$ cat src/rtl/lebug_cfg_pkg.sv
// ---------------------------------------------------------------------------
// lebug_cfg_pkg
// Shared types and constants for the vector-vector ALU firmware config
// sequencer: firmware field codes, sequencer FSM states, the buffered host
// command record and the bus idle ID.
// ---------------------------------------------------------------------------
package lebug_cfg_pkg;

    localparam int         MAX_CHAINS   = 4;
    localparam int         CHAIN_W      = (MAX_CHAINS > 1) ? $clog2(MAX_CHAINS) : 1;
    localparam int         FIFO_DEPTH   = 4;   // power of 2, >= 2
    localparam int         DRAIN_CYCLES = 3;   // ALU latency 2 + 1
    localparam logic [7:0] IDLE_ID      = 8'hFF;

    typedef enum logic [2:0] {
        FW_OP         = 3'd0,
        FW_ADDR_RD    = 3'd1,
        FW_COND       = 3'd2,
        FW_CACHE      = 3'd3,
        FW_CACHE_ADDR = 3'd4
    } fw_field_e;

    typedef enum logic [2:0] {
        S_WAIT,
        S_FIELD,
        S_CHAIN,
        S_VALUE,
        S_GAP
    } seq_state_e;

    typedef struct packed {
        logic [7:0]         target;
        fw_field_e          field;
        logic [CHAIN_W-1:0] chain;
        logic [7:0]         value;
    } cfg_cmd_t;

    localparam int CMD_W = $bits(cfg_cmd_t);

    // Codes 5..7 have no receiver-side meaning and are rejected at the port.
    function automatic logic field_legal(input logic [2:0] f);
        return f <= FW_CACHE_ADDR;
    endfunction

endpackage

$ cat src/rtl/cfg_cmd_fifo.sv
// ---------------------------------------------------------------------------
// cfg_cmd_fifo
// Synchronous FIFO holding pending firmware commands. Head is presented
// combinationally on rdata; push and pop may share an edge.
// Ports:
//   clk, reset_n   clock, asynchronous active-low reset (empties the FIFO)
//   push, wdata    write strobe and data (caller never pushes when full)
//   pop, rdata     read strobe and head-of-queue data (caller never pops empty)
//   full, empty    occupancy flags
// ---------------------------------------------------------------------------
module cfg_cmd_fifo #(
    parameter int WIDTH = 8,
    parameter int DEPTH = 4
) (
    input  logic             clk,
    input  logic             reset_n,
    input  logic             push,
    input  logic [WIDTH-1:0] wdata,
    input  logic             pop,
    output logic [WIDTH-1:0] rdata,
    output logic             full,
    output logic             empty
);

    localparam int          AW       = $clog2(DEPTH);
    localparam int          CW       = AW + 1;
    localparam logic [CW-1:0] FULL_CNT = CW'(DEPTH);
    localparam logic [CW-1:0] ONE_CNT  = CW'(1);

    logic [WIDTH-1:0] mem_q [DEPTH];
    logic [AW-1:0]    wr_ptr_q, wr_ptr_d;
    logic [AW-1:0]    rd_ptr_q, rd_ptr_d;
    logic [CW-1:0]    count_q, count_d;

    always_comb begin
        // NOTE: every variable gets a default first so no path can infer a latch.
        wr_ptr_d = wr_ptr_q;
        rd_ptr_d = rd_ptr_q;
        count_d  = count_q;
        if (push) wr_ptr_d = wr_ptr_q + AW'(1);
        if (pop)  rd_ptr_d = rd_ptr_q + AW'(1);
        case ({push, pop})
            2'b10:   count_d = count_q + ONE_CNT;
            2'b01:   count_d = count_q - ONE_CNT;
            default: count_d = count_q;
        endcase
    end

    always_ff @(posedge clk or negedge reset_n) begin
        // NOTE: state flops use non-blocking assignments so all flops update together.
        if (!reset_n) begin
            wr_ptr_q <= '0;
            rd_ptr_q <= '0;
            count_q  <= '0;
        end else begin
            wr_ptr_q <= wr_ptr_d;
            rd_ptr_q <= rd_ptr_d;
            count_q  <= count_d;
        end
    end

    // NOTE: storage is not reset; the pointers/count alone define validity.
    always_ff @(posedge clk) begin
        if (push) mem_q[wr_ptr_q] <= wdata;
    end

    assign rdata = mem_q[rd_ptr_q];
    assign full  = (count_q == FULL_CNT);
    assign empty = (count_q == '0);

endmodule

$ cat src/rtl/vvalu_fw_config_sequencer.sv
// ---------------------------------------------------------------------------
// vvalu_fw_config_sequencer
// Buffers host firmware-update commands and serialises each one as a
// three-beat frame (field, chain, value) on the shared configId/configData
// bus, only after tracing has been low for DRAIN_CYCLES cycles so updates
// never land mid-vector.
// Ports:
//   clk, reset_n          clock, asynchronous active-low reset
//   tracing               datapath live; frames must not start
//   cmd_valid/cmd_ready   host command handshake (ready = FIFO not full)
//   cmd_target/field/chain/value   command contents
//   configId, configData  registered config bus (IDLE_ID when idle)
//   busy                  FIFO non-empty or a frame in flight
//   frame_done            pulse with the value beat
//   err_bad_field         sticky: illegal field code rejected
//   err_tracing           sticky: tracing rose during a frame
//   err_clear             synchronous clear of both errors (set wins)
// ---------------------------------------------------------------------------
module vvalu_fw_config_sequencer
    import lebug_cfg_pkg::*;
(
    input  logic               clk,
    input  logic               reset_n,
    input  logic               tracing,
    input  logic               cmd_valid,
    output logic               cmd_ready,
    input  logic [7:0]         cmd_target,
    input  logic [2:0]         cmd_field,
    input  logic [CHAIN_W-1:0] cmd_chain,
    input  logic [7:0]         cmd_value,
    output logic [7:0]         configId,
    output logic [7:0]         configData,
    output logic               busy,
    output logic               frame_done,
    output logic               err_bad_field,
    output logic               err_tracing,
    input  logic               err_clear
);

    localparam int                 DRAIN_W   = $clog2(DRAIN_CYCLES + 1);
    localparam logic [DRAIN_W-1:0] DRAIN_MAX = DRAIN_W'(DRAIN_CYCLES);

    logic             accept, push, pop;
    logic             fifo_full, fifo_empty, fifo_nonempty_d;
    logic [CMD_W-1:0] fifo_rdata;
    cfg_cmd_t         cmd_in, head;

    seq_state_e         state_q, state_d;
    cfg_cmd_t           frame_q, frame_d;
    logic [DRAIN_W-1:0] drain_q, drain_d;
    logic               launch_ok;

    logic [7:0] config_id_q, config_id_d;
    logic [7:0] config_data_q, config_data_d;
    logic       frame_done_q, frame_done_d;
    logic       busy_q, busy_d;
    logic       err_bad_field_q, err_bad_field_d;
    logic       err_tracing_q, err_tracing_d;

    assign cmd_ready = !fifo_full;
    assign accept    = cmd_valid && cmd_ready;
    assign push      = accept && field_legal(cmd_field);
    assign cmd_in    = '{target: cmd_target, field: fw_field_e'(cmd_field),
                         chain: cmd_chain, value: cmd_value};
    assign head      = cfg_cmd_t'(fifo_rdata);

    cfg_cmd_fifo #(
        .WIDTH (CMD_W),
        .DEPTH (FIFO_DEPTH)
    ) u_fifo (
        .clk     (clk),
        .reset_n (reset_n),
        .push    (push),
        .wdata   (cmd_in),
        .pop     (pop),
        .rdata   (fifo_rdata),
        .full    (fifo_full),
        .empty   (fifo_empty)
    );

    // A new frame may start only with a saturated drain count and tracing
    // still low; the count is cleared by any tracing cycle, which also keeps
    // GAP from chaining straight into the next frame after an in-frame rise.
    assign launch_ok = (drain_q == DRAIN_MAX) && !tracing && !fifo_empty;

    always_comb begin
        state_d = state_q;
        frame_d = frame_q;
        pop     = 1'b0;
        drain_d = drain_q;

        if (tracing) begin
            drain_d = '0;
        end else if (state_q == S_WAIT && drain_q != DRAIN_MAX) begin
            drain_d = drain_q + DRAIN_W'(1);
        end

        case (state_q)
            S_WAIT, S_GAP: begin
                if (launch_ok) begin
                    frame_d = head;
                    pop     = 1'b1;
                    state_d = S_FIELD;
                end else begin
                    state_d = S_WAIT;
                end
            end
            S_FIELD: state_d = S_CHAIN;
            S_CHAIN: state_d = S_VALUE;
            S_VALUE: state_d = S_GAP;
            default: state_d = S_WAIT;
        endcase
    end

    // Bus outputs are registered from the next state so the field beat is
    // visible in the same cycle the FSM enters F_FIELD.
    always_comb begin
        config_id_d   = IDLE_ID;
        config_data_d = '0;
        frame_done_d  = 1'b0;
        case (state_d)
            S_FIELD: begin
                config_id_d   = frame_d.target;
                config_data_d = {5'b0, frame_d.field};
            end
            S_CHAIN: begin
                config_id_d   = frame_d.target;
                config_data_d = {{(8-CHAIN_W){1'b0}}, frame_d.chain};
            end
            S_VALUE: begin
                config_id_d   = frame_d.target;
                config_data_d = frame_d.value;
                frame_done_d  = 1'b1;
            end
            default: ;
        endcase

        fifo_nonempty_d = push || (!fifo_empty && !pop) || (!fifo_empty && push);
        busy_d          = fifo_nonempty_d || (state_d != S_WAIT);

        err_bad_field_d = (err_bad_field_q && !err_clear) ||
                          (accept && !field_legal(cmd_field));
        err_tracing_d   = (err_tracing_q && !err_clear) ||
                          (tracing && (state_q == S_FIELD || state_q == S_CHAIN ||
                                       state_q == S_VALUE));
    end

    always_ff @(posedge clk or negedge reset_n) begin
        if (!reset_n) begin
            state_q         <= S_WAIT;
            frame_q         <= '0;
            drain_q         <= '0;
            config_id_q     <= IDLE_ID;
            config_data_q   <= '0;
            frame_done_q    <= 1'b0;
            busy_q          <= 1'b0;
            err_bad_field_q <= 1'b0;
            err_tracing_q   <= 1'b0;
        end else begin
            state_q         <= state_d;
            frame_q         <= frame_d;
            drain_q         <= drain_d;
            config_id_q     <= config_id_d;
            config_data_q   <= config_data_d;
            frame_done_q    <= frame_done_d;
            busy_q          <= busy_d;
            err_bad_field_q <= err_bad_field_d;
            err_tracing_q   <= err_tracing_d;
        end
    end

    assign configId      = config_id_q;
    assign configData    = config_data_q;
    assign frame_done    = frame_done_q;
    assign busy          = busy_q;
    assign err_bad_field = err_bad_field_q;
    assign err_tracing   = err_tracing_q;

endmodule

$ cat config.mk
export PLATFORM = sky130hd
export DESIGN_NAME = vvalu_fw_config_sequencer
export DESIGN_NICKNAME = d
export VERILOG_FILES = /design/src/rtl/lebug_cfg_pkg.sv /design/src/rtl/cfg_cmd_fifo.sv /design/src/rtl/vvalu_fw_config_sequencer.sv
export SDC_FILE = /design/constraint.sdc
export NUM_CORES = 1
export LEC_CHECK = 0
export ABC_AREA = 0
export CAP_MARGIN = 20
export CORE_AREA = 2 2 154 119
export DETAILED_ROUTE_END_ITERATION = 10
export DIE_AREA = 0 0 156 121
export PLACE_DENSITY_LB_ADDON = 0.08
export SETUP_SLACK_MARGIN = 0.15
export SYNTH_ARGS = -nofsm -noshare
export SYNTH_HDL_FRONTEND = slang
export SYNTH_SLANG_ARGS = --single-unit
$ cat constraint.sdc
create_clock -name clk -period 5.7 [get_ports clk]
set_clock_uncertainty 0.1 [all_clocks]
set_input_delay 1.71 -clock clk [delete_from_list [all_inputs] [get_ports clk]]
set_output_delay 1.71 -clock clk [all_outputs]
set_load 0.1 [all_outputs]
# [After elaboration in Yosys (flattened, before gate mapping)]
# Memory sizes are Yosys's and may differ from the RTL's.
# Cells that the tools add are included.
[word_totals] latch_bits=0 register_bits=53 romBits=0 elab_cells=79 memories=1 mem_bits_rw=84
[mem_list] memory="u_fifo.mem_q" depth=4 width=21 read_ports=1 rd_ports_with_merged_regs=0 write_ports=1 line="cfg_cmd_fifo.sv:30" rtl="logic [WIDTH-1:0] mem_q [DEPTH];"
[classes] n_reduce_logical=31 n_eq_ne=12 div_mod_pow=0 n_mux=14 n_bitwise=0 n_lt_le_gt_ge=1 addsub=5 shift=0 mul=0
[op_table] cell="$mux 21" count=2
[op_table] cell="$pmux 8 s3" count=1
[op_table] cell="$eq 3x2->1 const B" count=4
[op_table] cell="$pmux 3 s4" count=1
[op_table] cell="$logic_and 1x1->1" count=11
[op_table] cell="$mux 8" count=1
[op_table] cell="$logic_or 1x1->1" count=7
[op_table] cell="$add 2x1->2 const B" count=3
[op_table] cell="$eq 3x1->1 const B" count=2
[op_table] cell="$eq 3x3->1 const B" count=2
[op_table] cell="$logic_not 1->1" count=6
[op_table] cell="$logic_not 3->1" count=2
[op_table] cell="$mux 1" count=6
[op_table] cell="$pmux 3 s2" count=1
[op_table] cell="$eq 2x2->1 const B" count=2
[op_table] cell="$mux 2" count=2
[op_table] cell="$reduce_bool 2->1" count=2
[op_table] cell="$add 3x1->3 const B" count=1
[op_table] cell="$le 3x3->1 const B" count=1
[op_table] cell="$reduce_bool 3->1" count=1
[op_table] cell="$reduce_or 3->1" count=1
[op_table] cell="$sub 3x1->3 const B" count=1
[op_table] cell="$eq 2x1->1 const B" count=1
[op_table] cell="$ne 2x2->1 const B" count=1
[op_table] cell="$reduce_or 2->1" count=1

# [Logic depth before layout (Yosys ltp)]
# Gate-level depths: netlist of run 1.
[logic_depth] depth_word=10 mapped_depth=11 ltp_nobuf=10

# [Modules after synthesis]
# A second synthesis of run 1 with hierarchy kept.
[hier_totals] cells_unflattened=255 hier_area_um2=5114.9
[by_module_without_submodules] mod="cfg_cmd_fifo" n_inst=1 cells_each=146 area_per_inst_um2=3463.3
[by_module_without_submodules] mod="vvalu_fw_config_sequencer" n_inst=1 cells_each=109 area_per_inst_um2=1651.6

# [Worst setup path before layout of run 1]
# Ideal clock, no wire load.
[synth_timing] path_type="in2reg" start="input port tracing" end="register u_fifo.count_q[2]" stages=10 setup_time_ns=0.079 arrival_time_ns=3.334 slack_ns=2.187 path_cell_list="nor4b_4 -> nand2_2 -> buf_2 -> inv_1 -> ha_1 -> inv_1 -> fa_1 -> xor2_1 -> nor2_1 -> xor2_1"
[synth_between] elab_chain_len=7
[synth_lines] item="start: declaration" line="vvalu_fw_config_sequencer.sv:24" rtl="input logic tracing,"
[synth_lines] item="$logic_not 1->1 *" line="vvalu_fw_config_sequencer.sv:84" rtl="assign launch_ok = (drain_q == DRAIN_MAX) && !tracing && !fifo_empty;"
[synth_lines] item="$logic_and 1x1->1 * (2 in a row)" line="vvalu_fw_config_sequencer.sv:84"
[synth_lines] item="$mux 1 *" line="vvalu_fw_config_sequencer.sv:100" rtl="if (launch_ok) begin"
[synth_lines] item="$mux 1 *" line="vvalu_fw_config_sequencer.sv:98" rtl="case (state_q)"
[synth_lines] item="via pop" line="vvalu_fw_config_sequencer.sv:43" rtl="logic accept, push, pop;"
[synth_lines] item="$eq 2x1->1 / $eq 2x2->1 (equally long branches)" line="cfg_cmd_fifo.sv:42" rtl="case ({push, pop})"
[synth_lines] item="$pmux 3 s2 / $reduce_bool 2->1 (equally long branches)"
[synth_lines] item="end signal: assignment" line="cfg_cmd_fifo.sv:58" rtl="count_q <= count_d;"
[synth_lines] item="end: declaration" line="cfg_cmd_fifo.sv:33" rtl="logic [CW-1:0] count_q, count_d;"
# Mark *: on every way through the listed nets, which the timed path passes. The rest lies on a longest branch.
# A chain may end at the register's enable or synchronous reset.

# [Worst setup path in the final report of run 1]
[layout_timing] start="register u_fifo.count_q[0]" end="output port cmd_ready"
[layout_between] elab_chain_len=2
[layout_lines] item="$eq 3x3->1" line="cfg_cmd_fifo.sv:68" rtl="assign full = (count_q == FULL_CNT);"
[layout_lines] item="$logic_not 1->1" line="vvalu_fw_config_sequencer.sv:60" rtl="assign cmd_ready = !fifo_full;"
[layout_lines] item="end: declaration" line="vvalu_fw_config_sequencer.sv:26" rtl="output logic cmd_ready,"
# Every way passes these cells.

==> summary by stage, run 1 <==
Run status
The flow ran to the end, and the final reports show no timing, DRC or antenna violations.

Clock network
The quantity of hold-fixing buffers added after cts is 0. The cell chosen for the clock root is clkbuf_16. The clock sink count is 134.

The CTS tree is yes. In this run the post-CTS setup repair buffer count came out at 0. The H-tree was split into 4 levels. The clock-pin slew reported for the worst setup and hold paths after clock tree synthesis is 0.06 ns. The post-CTS resize count is 0. The clock reaches the later pin of the worst-skew pair after 0.41 ns. The longest clock path from root to sink contains 2 buffers. The number of buffers created by CTS is 17.

Drt
The first-pass iteration count of the detailed router is 4. The total via count after detailed routing is approximately 2500. After detailed routing, the total wire length is 10100 um. Using the TritonRoute via totals, the vias-per-cell ratio works out to 4.46. For this run, design rule violations remaining after detail routing come to 0. After detailed routing, the average wire length per cell comes to around 18 um.

The count of antenna-violating nets left after detailed routing is 0. The count of routing violations after the opening detailed-route iteration is 118.

Logic synthesis
The fraction of the yosys area taken by sequential cells is 0.739. The main flop type after synthesis is edfxtp_1. The yosys synthesis warning count is 0. The share of synthesized area in the top cell type comes to 0.493. The register bit count reported by yosys is 134. The synthesized net count is 290. The largest total area in the synthesized netlist belongs to edfxtp_1.

The synthesized netlist cell count is 257. The mapped cell area is 5120 um^2. The synthesized design contains 84 enable-type register cells. The unique cell type count in the Yosys netlist is 36. Sorting the synthesized cells by area gives the leading types as edfxtp_1, dfrtp_1, mux4_2.

The proportion of register bits with asynchronous set or reset after synthesis is 0.373. Each instance of the synthesized netlist takes up on average 19.9 um^2.

Worst setup path
Together, buffers and inverters on the worst path number 1. In this design, the stage delay of the slowest critical-path cell is 0.98 ns. Walking the worst path, the cells encountered are or3b_4, clkdlybuf4s50_1. The endpoint class of the critical path is an output port.

The slowest stage of the critical path belongs to the cell clkdlybuf4s50_1. Along the worst path, the maximum fanout reaches 4. The data arrival time of the critical path is around 2.2 ns. The critical path class is flip-flop to output port.

In this design, the largest share of critical-path delay is due to buffers and inverters. The type of origin of the critical path is a flip-flop. The required time reported for the critical path endpoint is 3.89 ns.

The logic depth of the worst setup path including buffers is 2. The logic depth of the worst register-to-register path is 4.

Layout
In the layout the commonest cells are edfxtp_1, clkdlybuf4s50_1, dfrtp_1, mux2_2, clkbuf_16. The number of antenna diodes is 0. The finished cells cover about 6400 um^2. After the last flow step, the layout net total stands at 355.

The most common library cell in the layout ignoring fill and taps is edfxtp_1. Relative to the synthesized area, the layout overhead comes to 25.8%. The share of post-route cells with drive strength above 1 is 0.257. The filler cells instantiated in the layout total 1581.

Power and ir drop
The cell leakage power is 2.39 nW. Of the total power, registers draw 0.388. The reported net switching power is 1.17 mW. The proportion of power drawn by combinational gates is 0.297.

The internal power summed over all cells is 2.31 mW. The share of total power dissipated in the clock network is 0.315. Total power for the finished layout comes to approximately 3.5 mW. Power spread over the standard cell area amounts to 541 nW/um^2. The fraction of power spent switching nets is 0.336. VDD sags by at most 0.213 mV.

Global route
The total track usage is 0.119. The wire length of the first global-routing pass is 15800 um. The initial antenna violation count is 0. The via count of the first global-routing pass is 2686. The largest net degree at the start of global routing is around 50. The overall overflow remaining after global route is 0.

Min path
The worst hold path stage count is 1. The worst hold-check path type is flip-flop to flip-flop.

Timing
Setup repair after global routing left no endpoint under its margin. The tightest hold margin is 0.378 ns. The shortest clock period the worst path allows after layout is slightly above 4 ns. For the pin with the worst max-slew slack, the measured transition is 0.982 ns. The post-route fraction of the period consumed by the critical path is 0.707.

Setup violations remaining at the end of the flow were counted as 0. The worst pin sits at a relative slew slack of 0.344. The upper clock frequency limit is approximately 250 MHz. The max-slew violation count was 0. The number of hold-slack violations in the final timing report is 0.

The worst setup margin is 1.67 ns. Adding up every negative setup slack in the final design gives 0 ns.

Placement
The detailed placement HPWL is approximately 6000 um. The count of input and output buffers is 46. OpenSTA, run right after detailed placement, puts the worst setup slack at 1.72 ns. The area of placed instances is 5840 um^2. The last weighted congestion value of the routability-driven placer is between 0.6 and 0.7.

Run
The reported max-cap violation count is 0.

Floorplanning
The die width is around 160 um. The vertical die dimension is 121 um. The cell row count is 42. The starting density of the core is 0.296. The area inside the core boundary is 17300 um^2. During I/O placement, the number of pins put on the boundary was 47. The die area is around 19000 um^2.
==> power by group through the flow <==
stage	Clock [mW]	Combinational (mW)	Sequential, mW
floorplan	0	0.453	1.70
global placement	0	1.06	1.37
detailed placement	0	1.05	1.37
CTS	1.13	1.06	1.36
global route	1.17	1.11	1.38
finish	1.10	1.04	1.35
==> kinds of logic after synthesis <==
group / share of synthesized area
AOI/OAI and AO/OA: 0.0259
xor gates and xnor gates: 0.0120
adders and majority gates: 0.0186
buffers and inverters: 0.0220
DFF: 0.739
muxes: 0.143
and+or+nand+nor: 0.0398
==> per-layer routing <==
metal  track usage  vias to the layer above  routed length (um)
met5             0                        -                   0
met4        0.0447                        0                 125
met3        0.0411                       10                 424
met2         0.179                       45                4700
met1         0.158                     1303                4890
li1              -                     1119                   -
==> synthesized netlist by cell type, types with 2 or more instances <==
master / count
a22oi_1: 2
and2_1: 9
buf_2: 3
buf_6: 5
dfrtp_1: 42
dfstp_2: 8
edfxtp_1: 84
ha_1: 6
inv_1: 10
mux2_2: 19
mux2i_1: 2
mux4_1: 6
mux4_2: 15
nand2_1: 2
nand3_1: 3
nor2_1: 5
nor2b_1: 2
o21ai_0: 3
o22a_1: 8
or3_1: 2
xnor2_1: 5
xor2_1: 2
==> worst paths after layout <==
check	start	to	slack, ns
setup / recovery	u_fifo.count_q[0]$_DFFE_PN0P_	cmd_ready	1.67
hold / removal	frame_q[7]$_DFF_PN0_	configData[7]$_DFF_PN0_	0.38
setup reg to reg	u_fifo.rd_ptr_q[0]$_DFFE_PN0P_	configData[2]$_DFF_PN0_	3.43
hold reg to reg	frame_q[7]$_DFF_PN0_	configData[7]$_DFF_PN0_	0.38
max in group asynchronous	reset_n	u_fifo.rd_ptr_q[0]$_DFFE_PN0P_	3.70
min in group asynchronous	reset_n	u_fifo.count_q[2]$_DFFE_PN0P_	1.33
==> flip-flops by register name, summed over array words and instances, names as in the netlist <==
| name | flops |
|---|---|
| u_fifo.mem_q | 84 |
| frame_q | 18 |
| configData | 8 |
| configId | 8 |
| state_q | 3 |
| u_fifo.count_q | 3 |
| drain_q | 2 |
| u_fifo.rd_ptr_q | 2 |
| u_fifo.wr_ptr_q | 2 |
| busy | 1 |
| err_bad_field | 1 |
| err_tracing | 1 |
| frame_done | 1 |
==> metrics by stage <==
stage / util / std cells
6_report: 0.373 / 555
3_5_place_dp: 0.338 / 523
3_3_place_gp: 0.338 / 523
5_1_grt: 0.373 / 555
4_1_cts: 0.373 / 555
2_1_floorplan: - / 257
==> cell type report <==
cell class                      count  area, um^2  area share
Clock inverter                     13         156      0.0243
Inverter                           10        37.5     0.00583
Clock buffer                       19         443      0.0688
Tap cell                          220         275      0.0427
Sequential cell                   134        3780       0.587
Timing Repair Buffer               55         523      0.0812
Multi-Input combinational cell    104        1220       0.190
Power figures use the tool's default switching activity.
==> run 2, diff against run 1 <==
clock period = 3.65 ns   (was 5.7 ns; I/O delays follow)
==> run 2 against run 1 <==
Flip-flop and latch count unchanged. Sequential power up 58%. Core utilization rose by 0.11 points. Critical endpoint is now u_fifo.count_q[2]$_DFFE_PN0P_. Critical path type is now primary input to flip-flop. Register-to-register slack lost 2.1 ns. Largest cell class unchanged.
==> summary by stage, run 2 (same netlist as run 1, synthesis figures left out) <==
Clock network
For this design, the sink count on the clock tree is 134. Buffers inserted during clock tree synthesis total 17. The tree is rooted in a clkbuf_16.

The post-CTS setup repair buffer count is 0. The H-tree generated during clock tree synthesis spans 4 levels. In this run, post-CTS hold repair placed 0 buffers. TritonCTS built the clock tree. The clock-pin slew reported for the worst setup and hold paths after clock tree synthesis is 0.06 ns. The maximum count of clock buffers along a single path is 2. The worst-skew pair later-pin latency is 0.41 ns. The post-CTS resize count is 0.

Global route
The largest net degree at the start of global routing is 51. The overall overflow remaining after global route is 0. The via count of the first global-routing pass is approximately 2700. The first global-routing pass estimated 15900 um of wire. The total track usage is 0.119. The initial antenna violation count is 0.

Worst setup path
Of all nets on the critical path, the largest fanout is 8. At the worst endpoint, the required time is 3.89 ns. The worst setup path is of the primary input to flip-flop kind. Data on the critical path arrives at its endpoint at about 3.1 ns. The worst setup path is launched from a primary input. The endpoint class of the critical path is a flip-flop.

Timing
The upper clock frequency limit is 348 MHz. Setup repair after global routing left no endpoint under its margin. After routing, the total negative slack on setup checks comes to 0 ns.

Across all setup checks in the final design, the least slack found is 0.777 ns. The relative slew slack is 0.452. The post-route fraction of the period consumed by the critical path is 0.787. The worst path in the final design needs a cycle of 2.87 ns, including I/O delays and setup. The count of final setup violators is 0.

The number of hold-slack violations in the final timing report was 0. The slew at the pin closest to its max-slew limit is just over 0.8 ns. The max-slew violation count is 0.

Floorplanning
The floorplan has 42 rows. Measured along the y axis, the die boundary spans ~120 um. The die width is 156 um. The die area is 18900 um^2.

The core region is 17300 um^2. For this configuration, the core starts out at a cell density of 0.296. The number of top-level pins is 47.

Placement
The detailed placement HPWL is 6320 um. Before CTS, the worst setup slack after placement is 0.340 ns. The count of input and output buffers is 46.

The last weighted congestion value of the routability-driven placer is 0.659. In this run, placement finished with an instance count of 528.

Layout
More flip-flops sit in one register than any other, and that register is u_fifo.mem_q. The number of flip-flops in the largest register is between 80 and 90. In the final layout, the registers with the most flip-flops are u_fifo.mem_q x84, frame_q x18. The synthesis-to-finish area growth is 26.2%.

The library cells used most frequently in the layout, excluding fill and tap cells, are edfxtp_1, dfrtp_1, buf_4, clkdlybuf4s50_1, mux2_2. In the final layout, the share of cells above drive strength 1 is 0.335. The most common library cell in the layout ignoring fill and taps is edfxtp_1. The count of cells in the finished layout, fillers not included, comes to 560. The number of antenna diodes in the final layout is 0. The number of nets in the layout is 360.

Min path
The min-delay analysis places its worst path in the category flip-flop to flip-flop.

Power and ir drop
The analysis attributes to cell leakage a power of 2.46 nW. VDD sags by at most 0.313 mV. The total power per unit cell area is 854 nW/um^2.

Run status
The flow ran to the end, and the final reports show no timing, DRC or antenna violations.

Drt
The total length of routed wires is a little over 10000 um. The count of antenna-violating nets left after detailed routing is 0. In the final routed layout, each cell accounts on average for 18.2 um.

In the routed layout, each cell is associated on average with a via count of 4.36. The total via count after detailed routing is between 2000 and 2500. The first-pass iteration count of the detailed router is 4. After detailed routing, the number of remaining DRC violations is 0. The count of routing violations after the opening detailed-route iteration is 84.

Run
The reported max-cap violation count is 0.
run 2: where the power goes:
group          switching [mW]  leakage [nW]  internal (mW)
combinational            1.05         0.773          0.561
sequential              0.170          1.40           1.96
clock                   0.626         0.292           1.15
run 2: cell type report:
cell class | instances | area, um^2
fillers | 1609 | 10800
multi-input cells | 104 | 1230
well taps | 220 | 275
inverters | 10 | 37.5
flip-flops and latches | 134 | 3780
repair buffers | 60 | 508
clock buffers | 21 | 482
clock inverters | 11 | 146
run 2: critical path, stage by stage:
cell             delay, ns
clkdlybuf4s50_1       0.56
o21ai_0               0.15
and3_4                0.25
inv_1                 0.06
ha_1                  0.17
inv_1                 0.06
fa_1                  0.37
xor2_1                0.15
nor2_1                0.11
xor2_1                0.15
run 2: layer usage:
layer / part of all wire / wire (um) / GRT usage
met4: 0.0057 / 58 / 0.0482
met5: 0 / 0 / 0
met3: 0.040 / 407 / 0.0439
met2: 0.44 / 4520 / 0.167
met1: 0.51 / 5210 / 0.168
run 2: through the flow:
step / utilization / power [mW] / hold WS [ns] / cell area [um^2]
after floorplan: - / 3.36 / 0.344 / 5120
after global placement: 0.337 / 3.81 / 0.358 / 5820
after detailed placement: 0.337 / 3.82 / 0.366 / 5830
after CTS: 0.374 / 5.60 / 0.378 / 6460
after global routing: 0.374 / 5.79 / 0.399 / 6460
final: 0.374 / 5.52 / 0.376 / 6460
run 2: final timing paths:
kind	startpoint	endpoint	slack, ns	depth (start not counted)
min in group asynchronous	reset_n	u_fifo.count_q[0]$_DFFE_PN0P_	0.71	2
max	cmd_field[0]	u_fifo.count_q[2]$_DFFE_PN0P_	0.78	10
max reg2reg	u_fifo.count_q[0]$_DFFE_PN0P_	u_fifo.count_q[2]$_DFFE_PN0P_	1.35	9
min reg2reg	frame_q[5]$_DFF_PN0_	configData[5]$_DFF_PN0_	0.38	1
max in group asynchronous	reset_n	frame_q[20]$_DFF_PN0_	2.28	2
min	frame_q[5]$_DFF_PN0_	configData[5]$_DFF_PN0_	0.38	1
==> run 3, diff against run 2 <==
clock period = 3 ns   (was 3.65 ns; I/O delays follow)
==> run 3 against run 2 <==
Hold slack about the same. Critical endpoint unchanged. Clock power grew 13%. Highest routed layer unchanged. Largest power group unchanged. Register-to-register slack lost 0.60 ns. Sequential share of layout area is 0.65 points lower. Critical path type unchanged.
==> summary by stage, run 3 (same netlist as run 1, synthesis figures left out) <==
Run
Across the run, the number of max-cap violations was 0.

Worst setup path
At the worst endpoint, the arrival time is 2.76 ns. STA classifies the critical path endpoint as a flip-flop. The maximum fanout along the worst path is 2. The standard cell with the maximum stage delay on the critical path is clkdlybuf4s50_1. Walking the worst path, the cells encountered are clkdlybuf4s50_1, o21ai_0, and3_4, inv_1, ha_1, inv_1, fa_1, xor2_1, nor2_1, xor2_1.

The setup path with the least slack is of type primary input to flip-flop. The type of origin of the critical path is a primary input. The maximum cell stage delay along the critical path is 0.49 ns.

The required time reported for the critical path endpoint is 3.23 ns.

Drt
For this run, the detailed router's first-pass iteration total came to 4. The total length of routed wires is 9910 um. The via count normalized by instance count is 4.42. The detailed-route wire length per cell is 17.4 um. The routed layout has 2514 vias. In this run, the number of DRC markers left after iteration 0 of detailed routing was 105. After detailed routing, the number of remaining DRC violations is 0. The count of nets left with antenna violations once routing finished came out at 0.

Layout
u_fifo.mem_q holds more flip-flops than any other register. The number of antenna diodes is 0. The number of nets in the layout is roughly 370. The most common library cell in the layout ignoring fill and taps is edfxtp_1. At the end of the flow the core is filled with cells to 0.378. In the final layout, the multi-input gates occupy 1220 um^2. Leaving out fill and tap cells, the most frequent cells in the layout are edfxtp_1, dfrtp_1, buf_4, clkdlybuf4s50_1, mux2_2. Compared with the post-synthesis result, the final layout area differs by 27.6%. Counting the fill cells in the layout gives around 1600. Summing all flip-flop and latch instances after layout gives around 3800 um^2. The register with the most flip-flops in the layout has 84 of them. With fillers left out, the area of the finished cells amounts to 6530 um^2.

The share of post-route cells with drive strength above 1 is 0.344. The largest registers in the layout are u_fifo.mem_q x84, frame_q x18.

Timing
Final hold analysis gives a worst-case slack of roughly 0.38 ns. The slew at the pin closest to its max-slew limit is 0.663 ns. The max-slew violation count came to 0.

Setup repair after global routing left no endpoint under its margin. The upper clock frequency limit is 396 MHz. The relative slew slack is 0.558. The final setup TNS is 0 ns.

The post-route fraction of the period consumed by the critical path is 0.842. The number of hold-slack violations in the final timing report is 0. The shortest clock period the worst path allows after layout is about 2.5 ns.

The count of final setup violators is 0.

Clock network
The clock reaches the later pin of the worst-skew pair after 0.41 ns. In this run the deepest clock path goes through 2 buffers. The clock-pin slew reported for the worst setup and hold paths after clock tree synthesis is about 0.060 ns. The H-tree was split into 4 levels. The CTS tree is yes. The cell chosen for the clock root is clkbuf_16.

The number of hold buffers added after CTS was 0. The post-CTS resize count is 0. After clock tree synthesis, the setup repair step added 0 buffers. The clock sink count is around 130.

Counting the buffers created by CTS gives 17.

Placement
The count of buffers added on input and output ports is 46. The HPWL after detailed placement is ~6400 um. Routability-driven placement finished with a final weighted congestion of 0.649. The area of placed instances is 5960 um^2.

Floorplanning
The die width is 156 um. Pin placement for this block handled 47 I/O pins. The region available for standard cell placement spans between 15000 and 20000 um^2. The vertical die dimension is 121 um. The die covers 18900 um^2.

The cell row count is 42. The initial utilization of the core area, before any placement, comes to 0.296.

Global route
The initial antenna violation count was 0. For this run, the total global-route usage over all layers was measured as 0.116. The first global-routing pass estimated ~15000 um of wire.

The largest net degree at the start of global routing is 29. The overall overflow remaining after global route is 0. The via count of the first global-routing pass was roughly 2600.

Run status
The flow ran to the end, and the final reports show no timing, DRC or antenna violations.

Min path
The worst hold-check path type is flip-flop to flip-flop.

Power and ir drop
VDD sags by at most 0.289 mV. Summed over all cells, the static leakage comes to approximately 2.5 nW. The total power per unit cell area is 1010 nW/um^2. The power consumption is 6.60 mW.
==> run 3: changes by cell type in the layout (fill, tap and decap cells not counted), sizes merged <==
cell,delta
buf,+9
clkinv,+3
inv,+1
bufinv,-1
clkinvlp,-3
==> run 3: routing by layer <==
layer	routed length [um]	GRT usage
met1	4890	0.159
met2	4360	0.165
met3	482	0.0396
met4	187	0.0533
met5	0	0
==> run 3: worst paths after layout <==
check | start | end | slack, ns | cells after the start
min in group asynchronous | reset_n | u_fifo.count_q[1]$_DFFE_PN0P_ | 0.40 | 1
max in group asynchronous | reset_n | configData[2]$_DFF_PN0_ | 1.82 | 2
hold reg to reg | frame_q[7]$_DFF_PN0_ | configData[7]$_DFF_PN0_ | 0.38 | 1
setup reg to reg | u_fifo.count_q[0]$_DFFE_PN0P_ | u_fifo.count_q[2]$_DFFE_PN0P_ | 0.75 | 9
hold / removal | frame_q[7]$_DFF_PN0_ | configData[7]$_DFF_PN0_ | 0.38 | 1
setup / recovery | cmd_field[2] | u_fifo.count_q[2]$_DFFE_PN0P_ | 0.48 | 10
==> run 3: stage by stage <==
step,instances,setup WS (ns)
after detailed placement,537,0.0540
after floorplan,257,0.297
after global placement,537,0.0767
after global routing,569,0.352
final,569,0.475
after CTS,569,0.472
==> run 3: worst max-delay path: cells and delay by family <==
family / cells / cell delay, ns
AOI/OAI and AO/OA: 1 / 0.12
xor gates and xnor gates: 2 / 0.30
adders and majority gates: 2 / 0.53
buffers and inverters: 3 / 0.59
and+or+nand+nor: 2 / 0.31
==> run 3: power breakdown <==
part | switching (mW) | total, mW | internal [mW]
clock | 0.758 | 2.00 | 1.25
sequential | 0.199 | 2.59 | 2.39
combinational | 1.28 | 2.01 | 0.730
total | 2.24 | 6.60 | 4.36
==> run 3: final cells by class <==
class                      instances  share of cell area
clock buffer                      21              0.0690
clock inverter                    11              0.0192
inverter                          10             0.00575
multi-input combinational        104               0.187
sequential                       134               0.579
tap                              220              0.0421
timing repair buffer              69              0.0977
